`src/rtl/multi_byte_decoder_pkg.sv`:
```
// Shared types for the 6502 multi-byte decoder: addressing modes, FSM states,
// and the mode-to-instruction-length rule.
package decoder_pkg;

    typedef enum logic [3:0] {
        IMPL, ACC, IMM, ZPG, ZPG_X, ZPG_Y, ABS, ABS_X, ABS_Y, IND, IND_X, IND_Y, REL, ERR
    } addr_mode_t;

    typedef enum logic [1:0] {S_OP, S_LO, S_HI, S_ISSUE} dec_state_t;

    function automatic logic [1:0] mode_len(input addr_mode_t m);
        case (m)
            IMPL, ACC, ERR:         mode_len = 2'd1;
            ABS, ABS_X, ABS_Y, IND: mode_len = 2'd3;
            default:                mode_len = 2'd2;
        endcase
    endfunction

endpackage

```
`src/rtl/multi_byte_decoder_opcode_mode_lut.sv`:
```
// Combinational 6502 opcode classifier: documented opcodes only, everything
// else maps to ERR (length 1, illegal).
module opcode_mode_lut
    import decoder_pkg::*;
(
    input  logic [7:0] opcode,
    output addr_mode_t mode,
    output logic [1:0] len,
    output logic       illegal
);

    logic [1:0] cc;
    logic [2:0] bbb;

    assign cc  = opcode[1:0];
    assign bbb = opcode[4:2];

    always_comb begin
        mode = ERR;
        case (cc)
            2'b01: begin
                case (bbb)
                    3'b000: mode = IND_X;
                    3'b001: mode = ZPG;
                    3'b010: mode = IMM;
                    3'b011: mode = ABS;
                    3'b100: mode = IND_Y;
                    3'b101: mode = ZPG_X;
                    3'b110: mode = ABS_Y;
                    3'b111: mode = ABS_X;
                    default: mode = ERR;
                endcase
                if (opcode == 8'h89) mode = ERR;
            end
            2'b00, 2'b10: begin
                case (bbb)
                    3'b000: begin
                        if (opcode inside {8'h00, 8'h40, 8'h60})              mode = IMPL;
                        else if (opcode == 8'h20)                             mode = ABS;
                        else if (opcode inside {8'hA0, 8'hA2, 8'hC0, 8'hE0})  mode = IMM;
                    end
                    3'b001: if (cc == 2'b10 || opcode inside {8'h24, 8'h84, 8'hA4, 8'hC4, 8'hE4})
                                mode = ZPG;
                    3'b010: begin
                        if (cc == 2'b00)                                      mode = IMPL;
                        else if (opcode inside {8'h0A, 8'h2A, 8'h4A, 8'h6A})  mode = ACC;
                        else if (opcode inside {8'h8A, 8'hAA, 8'hCA, 8'hEA})  mode = IMPL;
                    end
                    3'b011: begin
                        if (opcode == 8'h6C) mode = IND;
                        else if (cc == 2'b10 || opcode inside {8'h2C, 8'h4C, 8'h8C, 8'hAC, 8'hCC, 8'hEC})
                            mode = ABS;
                    end
                    3'b100: if (cc == 2'b00) mode = REL;
                    // STX/LDX index with Y, so their zero-page forms are ZPG_Y
                    3'b101: begin
                        if (opcode inside {8'h96, 8'hB6}) mode = ZPG_Y;
                        else if (cc == 2'b10 || opcode inside {8'h94, 8'hB4}) mode = ZPG_X;
                    end
                    3'b110: if (cc == 2'b00 || opcode inside {8'h9A, 8'hBA}) mode = IMPL;
                    3'b111: begin
                        if (opcode == 8'hBE) mode = ABS_Y;
                        else if ((cc == 2'b10 && opcode != 8'h9E) || opcode == 8'hBC) mode = ABS_X;
                    end
                    default: mode = ERR;
                endcase
            end
            default: mode = ERR;
        endcase
    end

    assign len     = mode_len(mode);
    assign illegal = (mode == ERR);

endmodule

```
`src/rtl/multi_byte_decoder.sv`:
```
// Byte-stream 6502 instruction decoder: gathers opcode + operands and issues one
// micro-op per instruction. Define MULTI_BYTE_DECODER_STATS_EN for issue counters.
module multi_byte_decoder
    import decoder_pkg::*;
#(
    parameter int DATA_W    = 8,
    parameter int OPERAND_W = 16,
    parameter int CNT_W     = 16
) (
    input  logic                 clk,
    input  logic                 rst_n,
    input  logic                 flush,
    input  logic                 byte_valid,
    input  logic [DATA_W-1:0]    byte_data,
    output logic                 byte_ready,
    output logic                 uop_valid,
    input  logic                 uop_ready,
    output logic [7:0]           uop_opcode,
    output logic [3:0]           uop_mode,
    output logic [1:0]           uop_len,
    output logic [OPERAND_W-1:0] uop_operand,
    output logic                 uop_illegal
`ifdef MULTI_BYTE_DECODER_STATS_EN
    ,
    output logic [CNT_W-1:0]     stat_instr,
    output logic [CNT_W-1:0]     stat_illegal
`endif
);

    if (DATA_W != 8) begin : g_bad_data_w
        $error("multi_byte_decoder: DATA_W must be 8");
    end
    if (OPERAND_W < 2 * DATA_W) begin : g_bad_operand_w
        $error("multi_byte_decoder: OPERAND_W must be at least 2*DATA_W");
    end
    if (CNT_W < 1) begin : g_bad_cnt_w
        $error("multi_byte_decoder: CNT_W must be positive");
    end

    dec_state_t state, next_state;
    addr_mode_t mode_q, lut_mode;
    logic [1:0] lut_len;
    logic       lut_illegal;
    logic       load_op, load_lo, load_hi;

    opcode_mode_lut u_lut (
        .opcode  (byte_data),
        .mode    (lut_mode),
        .len     (lut_len),
        .illegal (lut_illegal)
    );

    assign uop_valid = (state == S_ISSUE);
    assign uop_mode  = mode_q;

    always_ff @(posedge clk or negedge rst_n) begin
        if (!rst_n) state <= S_OP;
        else        state <= next_state;
    end

    // In S_ISSUE the next opcode may arrive in the same cycle the uop retires
    always_comb begin
        next_state = state;
        byte_ready = 1'b0;
        load_op    = 1'b0;
        load_lo    = 1'b0;
        load_hi    = 1'b0;
        if (flush) begin
            next_state = S_OP;
        end else begin
            case (state)
                S_OP: begin
                    byte_ready = 1'b1;
                    if (byte_valid) begin
                        load_op    = 1'b1;
                        next_state = (lut_len == 2'd1) ? S_ISSUE : S_LO;
                    end
                end
                S_LO: begin
                    byte_ready = 1'b1;
                    if (byte_valid) begin
                        load_lo    = 1'b1;
                        next_state = (uop_len == 2'd2) ? S_ISSUE : S_HI;
                    end
                end
                S_HI: begin
                    byte_ready = 1'b1;
                    if (byte_valid) begin
                        load_hi    = 1'b1;
                        next_state = S_ISSUE;
                    end
                end
                S_ISSUE: begin
                    byte_ready = uop_ready;
                    if (uop_ready) begin
                        if (byte_valid) begin
                            load_op    = 1'b1;
                            next_state = (lut_len == 2'd1) ? S_ISSUE : S_LO;
                        end else begin
                            next_state = S_OP;
                        end
                    end
                end
                default: next_state = S_OP;
            endcase
        end
    end

    always_ff @(posedge clk or negedge rst_n) begin
        if (!rst_n) begin
            uop_opcode  <= '0;
            mode_q      <= ERR;
            uop_len     <= 2'd1;
            uop_operand <= '0;
            uop_illegal <= 1'b0;
        end else if (load_op) begin
            uop_opcode  <= byte_data;
            mode_q      <= lut_mode;
            uop_len     <= lut_len;
            uop_operand <= '0;
            uop_illegal <= lut_illegal;
        end else if (load_lo) begin
            uop_operand <= OPERAND_W'(byte_data);
        end else if (load_hi) begin
            uop_operand[2*DATA_W-1:DATA_W] <= byte_data;
        end
    end

`ifdef MULTI_BYTE_DECODER_STATS_EN
    function automatic logic [CNT_W-1:0] sat_inc(input logic [CNT_W-1:0] v);
        return (&v) ? v : v + CNT_W'(1);
    endfunction

    always_ff @(posedge clk or negedge rst_n) begin
        if (!rst_n) begin
            stat_instr   <= '0;
            stat_illegal <= '0;
        end else if (uop_valid && uop_ready) begin
            stat_instr <= sat_inc(stat_instr);
            if (uop_illegal) stat_illegal <= sat_inc(stat_illegal);
        end
    end
`endif

endmodule

```
`config.mk`:
```
export PLATFORM = sky130hd
export DESIGN_NAME = multi_byte_decoder
export DESIGN_NICKNAME = d
export VERILOG_FILES = /design/src/rtl/multi_byte_decoder_pkg.sv /design/src/rtl/multi_byte_decoder_opcode_mode_lut.sv /design/src/rtl/multi_byte_decoder.sv
export SDC_FILE = /design/constraint.sdc
export NUM_CORES = 1
export LEC_CHECK = 0
export ABC_CLOCK_PERIOD_IN_PS = 2500
export BUFFER_PORTS_ARGS = -buffer_cell sky130_fd_sc_hd__buf_2
export CORE_MARGIN = 5
export CORE_UTILIZATION = 35
export CTS_CLUSTER_DIAMETER = 30
export CTS_CLUSTER_SIZE = 25
export DETAILED_ROUTE_END_ITERATION = 12
export SLEW_MARGIN = 20
export SYNTH_ARGS = -nofsm -noshare
export SYNTH_HDL_FRONTEND = slang
export SYNTH_HIERARCHICAL = 1
export SYNTH_SLANG_ARGS = --single-unit
```
`constraint.sdc`:
```
create_clock -name clk -period 2.5 [get_ports clk]
set_clock_uncertainty 0.1 [all_clocks]
set_input_delay 0.375 -clock clk [delete_from_list [all_inputs] [get_ports clk]]
set_output_delay 0.375 -clock clk [all_outputs]
set_load 0.02 [all_outputs]
```
# == Word level (Yosys, flattened, before mapping) ==
# Memory sizes are Yosys's and may differ from the RTL's.
# Index checks and enable logic that the tools add are counted.
# totals
rom_bits,32
regBits,33
wordCells,138
output_inout_bits,33
in_bits,13
n_memories,1
# op_classes
muxes,42
n_reduce_logical,27
eq_ne,61
# mem_list
memory,depth,width,read_ports,rd_clocked_by_memory_dff,write_ports,line_no,text
(name not given),8,4,1,0,0,multi_byte_decoder_opcode_mode_lut.sv:22,case (bbb)
# op_table
cell,n
"8-bit == test, second input constant",25
4-bit 2-to-1 mux,15
"8-bit by 7-bit == test with 1-bit output, second input constant",6
"8-bit by 6-bit == test with 1-bit output, second input constant",4
4-bit case mux with 8 select lines,1
8-bit 2-to-1 mux,3
16-bit 2-to-1 mux,1
2-bit 2-to-1 mux,7
"3-bit == test, second input constant",4
"4-bit == test, second input constant",3
4-bit nonzero test,3
1-bit 2-to-1 mux,10
"3-bit != test, second input constant",3
"2-bit == test, second input constant",4
"4-bit by 3-bit == test with 1-bit output, second input constant",2
"8-bit by 4-bit == test with 1-bit output, second input constant",1
8-bit logical NOT,1
"8-bit != test, second input constant",1
2-bit case mux with 4 select lines,1
4-bit case mux with 2 select lines,1
2-bit nonzero test,4
"2-bit by 1-bit == test with 1-bit output, second input constant",3
"3-bit by 2-bit == test with 1-bit output, second input constant",2
3-bit nonzero test,2
16 further kinds,23

# == Depth between registers and ports, before layout ==
# logic_depth
ltp_word,16
mapped_depth,12

# == Hierarchy ==
# The synthesis kept the hierarchy.
# modules_own_cells
module,area_each_um2,cells_each,n_inst
multi_byte_decoder,1508.9,116,1
opcode_mode_lut,643.1,92,1

# == Worst setup path before layout ==
# OpenSTA, ideal clock, no wires.
# synth_timing
path_kind,input-to-reg
startpoint,in byte_data[3]
endpoint,reg state[1]
path_stages,10
arrival_time_ns,2.385
required_time_ns,2.290
n_path_buf,0
path_slack_ns,-0.095
path_cell_list,inv_1 -> ha_1 -> or3_1 -> a2111oi_2 -> a21o_1 -> o21ai_0 -> mux2i_1 -> nor2b_1 -> a31oi_1 -> o41ai_1
# synth_via
elab_chain_cells,16
elab_cells_between_ends,96
classes_between,eq/ne: 51; mux: 24; reduce/logical: 20; memory: 1
# synth_lines
item,line_no,text
from (decl),multi_byte_decoder.sv:14,"input logic [DATA_W-1:0] byte_data,"
8-bit == test (tied with other cells),multi_byte_decoder_opcode_mode_lut.sv:47,"else if (opcode inside {8'h8A, 8'hAA, 8'hCA, 8'hEA}) mode = IMPL;"
4-bit nonzero test (tied with other cells),multi_byte_decoder_opcode_mode_lut.sv:47,
4-bit 2-to-1 mux (tied with other cells),multi_byte_decoder_opcode_mode_lut.sv:47,
4-bit 2-to-1 mux (on tied branches) (2 in a row),n/a,
4-bit case mux with 8 select lines,multi_byte_decoder_opcode_mode_lut.sv:36,case (bbb)
4-bit case mux with 2 select lines *,multi_byte_decoder_opcode_mode_lut.sv:20,case (cc)
4-bit by 3-bit == test with 1-bit output (tied with other cells),multi_byte_decoder_pkg.sv:12,case (m)
4-bit OR reduction or 3-bit OR reduction (tied branches),multi_byte_decoder_pkg.sv:12,
2-bit case mux with 2 select lines *,multi_byte_decoder_pkg.sv:12,
named net lut_len[0],multi_byte_decoder.sv:42,logic [1:0] lut_len;
2-bit by 1-bit == test with 1-bit output *,"multi_byte_decoder.sv:76, multi_byte_decoder.sv:98",
2-bit 2-to-1 mux *,"multi_byte_decoder.sv:76, multi_byte_decoder.sv:98",
2-bit 2-to-1 mux,multi_byte_decoder.sv:96,if (byte_valid) begin
2-bit 2-to-1 mux,multi_byte_decoder.sv:95,if (uop_ready) begin
2-bit case mux with 4 select lines *,multi_byte_decoder.sv:71,case (state)
2-bit 2-to-1 mux *,multi_byte_decoder.sv:68,if (flush) begin
to (signal assigned),multi_byte_decoder.sv:58,else state <= next_state;
to (decl),multi_byte_decoder.sv:40,"dec_state_t state, next_state;"
# The timed path passes the listed nets; every way through them passes the cells marked *. The select of a mux whose other input is x is not followed.
# A chain may end at the register's enable or synchronous reset.

# == Worst setup path after layout ==
# Same ends and word-level chain as after synthesis.

==> flow_summary.yaml <==
clock_network:
  numCtsBuffers: 5
  clock_latency_ns: 0.29
  numClockSinks: 33
  cts_root_buffer: "clkbuf_8"
  cts_tree: "done"
  cts_hold_buf: 0
  clk_pin_slew_ns: 0.08
  cts_buffer_depth: 2
  h-tree-depth: 2
grt:
  gr-total-overflow: 0
  grt_pass1_vias: 1888
  grt_first_pass_wirelength_um: 9420
  antenna_found_initial: 0
  grt_max_degree: 34
  grt_usage_pct: 15.5
critical_path:
  cp_num_cells: 12
  setup.worst_path.end: "state[1]"
  crit_path_end_kind: "flop"
  cp.arrival_ns: 2.57
  cp_data_required_time_ns: 2.56
  r2r-start: "state[1]"
  crit_slowest_cell: "a2111o_1"
  crit_chain: "buf_12 > ha_2 > nor2b_1 > o21ai_0 > o211ai_1 > buf_4 > a2111o_1 > a31oi_1 > mux2i_1 > nor2b_2 > o21ai_0 > o41ai_1"
  rr_worst_depth: 4
  r2r_setup_slack_ns: 0.54
  path_delay_family: "compound AO/OA/AOI/OAI gates"
  cp_slowest_stage_delay_ns: 0.36
  path_class: "in -> reg"
  cp_common_cell: "o21ai_0"
  cp_num_buf_inv: 2
  startpoint_type: "primary input"
  crit_path_max_fanout: 5
  r2r-end: "uop_operand[12]"
  cp-startpoint: "byte_data[3]"
sta:
  layout_setup_ws_ns: -0.00650
  rsz0062_at_grt: "true"
  setup_viol_count_final: 1
  hold_viol: 0
  fin_crit_ns: 2.51
  slew_violations: 0
  slew_headroom_pct: 45.2
  tightest_slew_ns: 0.812
  period_share_pct: 100
  fmax_mhz: 399
floorplan:
  coreArea_um2: 5960
  start_util_pct: 36.1
  core.rowCount: 28
  die_h_um: 88.4
  ios: 46
  die_x_um: 88.4
  dieArea_um2: 7820
logic_synthesis:
  synth_area_um2: 2150
  yosysWarnings: 6
  syn_area_per_cell_um2: 10.3
  synth_seq_cells: 33
  yosysUniqueCellTypes: 54
  seq_area_frac_synth_pct: 38.6
  synth_nets: 230
  synthCells: 208
  synthFlopType: "dfrtp_1"
  synth_edf_count: 0
  async_flop_share_pct: 100
route:
  final_antenna_net_count: 0
  drt-vias-per-instance: 5.23
  wirelength_um: 5990
  drtIter0Drc: 79
  dr.pass1.iters: 4
  vias: 1952
  wl_per_cell_um: 16.1
  route.detailed.drc: 0
cells_and_area:
  antennaDiodeCount: 0
  syn2layout_area_growth_pct: 41.1
  layout-drive-gt1-share_pct: 49.0
  final_nets: 319
  design_area_um2: 3040
worst_hold_path:
  hp-class: "in -> async"
power:
  total_leakage_power_nw: 1.54
  vdd_ir_drop_max_uv: 565
  powerDensity_nw_per_um2: 943
run_status:
  run_status: "finished with violations"
  violations: "setup timing"
placement:
  hpwl_um: 4380
  place_area_um2: 2760
  place_ws_ns: -0.339
  routabilityCongestion: 0.934
  portBuffers: 45
flow_run:
  drv_cap: 0
==> timing repair <==
item,CTS,global route
gates resized for setup,4,30
endpoints found under the setup margin,1,1
setup buffers,0,2
pin swaps,3,10
==> power by group <==
group / leakage [nW] / internal, W / switching (W)
Sequential: 0.415 / 0.000805 / 0.000137
Combinational: 1.07 / 0.000589 / 0.000813
Clock: 0.0543 / 0.000298 / 0.000221
==> cell families after synthesis <==
group | Yosys count | share of synthesized area [%]
fa+ha+maj | 9 | 5.23
flops | 33 | 38.6
compound gates | 44 | 15.7
xor+xnor | 1 | 0.407
mux | 32 | 15.8
simple gates | 68 | 18.9
buf+inv | 21 | 5.41
==> state kept, by name (all words and copies together), names as in the netlist <==
name         count
uop_illegal      1
state            2
uop_opcode       8
uop_len          2
uop_operand     16
uop_mode         4
==> metal layers <==
layer	routed length, um	global-route usage [%]	up-vias
met5	0	0	-
met4	112	4.81	0
met3	341	3.72	10
met2	2870	25.2	59
met1	2660	20.5	949
li1	-	-	934
==> synthesized netlist by cell type, types with 2 or more instances <==
cell type  number  area (um^2)
dfrtp_1        29          726
mux2i_1        17          170
nor2b_1         5         31.3
and2b_1         2         15.0
or3_1           2         12.5
nand4_1         2         12.5
nor4_1          2         12.5
mux2_2         15          169
nand2b_1        5         31.3
nor3_1          3         15.0
a21oi_1         9         45.0
nand3b_1        3         22.5
buf_6           4         45.0
nand2_1         8         30.0
dfstp_2         4          105
nand3_1         2         10.0
inv_2           2         7.51
clkbuf_2        2         10.0
buf_2           4         20.0
o31ai_2         2         25.0
and2_1          2         12.5
inv_1           9         33.8
a31oi_1         6         37.5
o31a_1          2         17.5
o211ai_1        2         15.0
nor2_1         22         82.6
a2111oi_2       2         30.0
ha_1            9          113
or3b_2          2         17.5
a21o_1          2         15.0
o21ai_0         5         25.0
==> cell usage in the layout, fill, tap and decap left out, types with 6 or more instances in the layout <==
cell type and count:
buf_4 47, buf_2 43, dfrtp_1 29, nor2_1 22, mux2i_1 17, mux2_2 15
nand2_1 8, inv_1 7, a21oi_1 7, a31oi_1 6
==> layout make-up <==
cell class	count	area, um^2
repair buffers	92	608
well taps	75	93.8
multi-input cells	154	1330
inverters	11	58.8
flip-flops and latches	33	831
fillers	551	2920
clock buffers	5	68.8
clock inverters	3	46.3
==> through the flow <==
step / utilization [%] / hold WS, ns / cells / setup TNS [ns] / total power [W]
3_3_place_gp: 46.3 / 0.385 / 363 / -0.481 / 0.00231
3_5_place_dp: 46.3 / 0.390 / 363 / -0.574 / 0.00233
4_1_cts: 48.3 / 0.0640 / 371 / 0 / 0.00286
6_report: 51.0 / 0.0400 / 373 / -0.00650 / 0.00286
5_1_grt: 51.0 / 0.114 / 373 / -0.183 / 0.00307
2_1_floorplan: - / -0.0206 / 208 / 0 / 0.00186
==> worst min-delay path by stage <==
| stage | start | to | slack, ns | cells after the start |
|---|---|---|---|---|
| floorplan | rst_n | state[0] | -0.02 | 0 |
| global placement | rst_n | uop_opcode[6] | 0.39 | 1 |
| detailed placement | rst_n | uop_operand[6] | 0.39 | 1 |
| CTS | rst_n | uop_opcode[5] | 0.06 | 1 |
| global route | rst_n | uop_operand[8] | 0.11 | 1 |
| finish | rst_n | uop_operand[6] | 0.04 | 1 |
No activity file was read; power rests on OpenSTA's default activity.
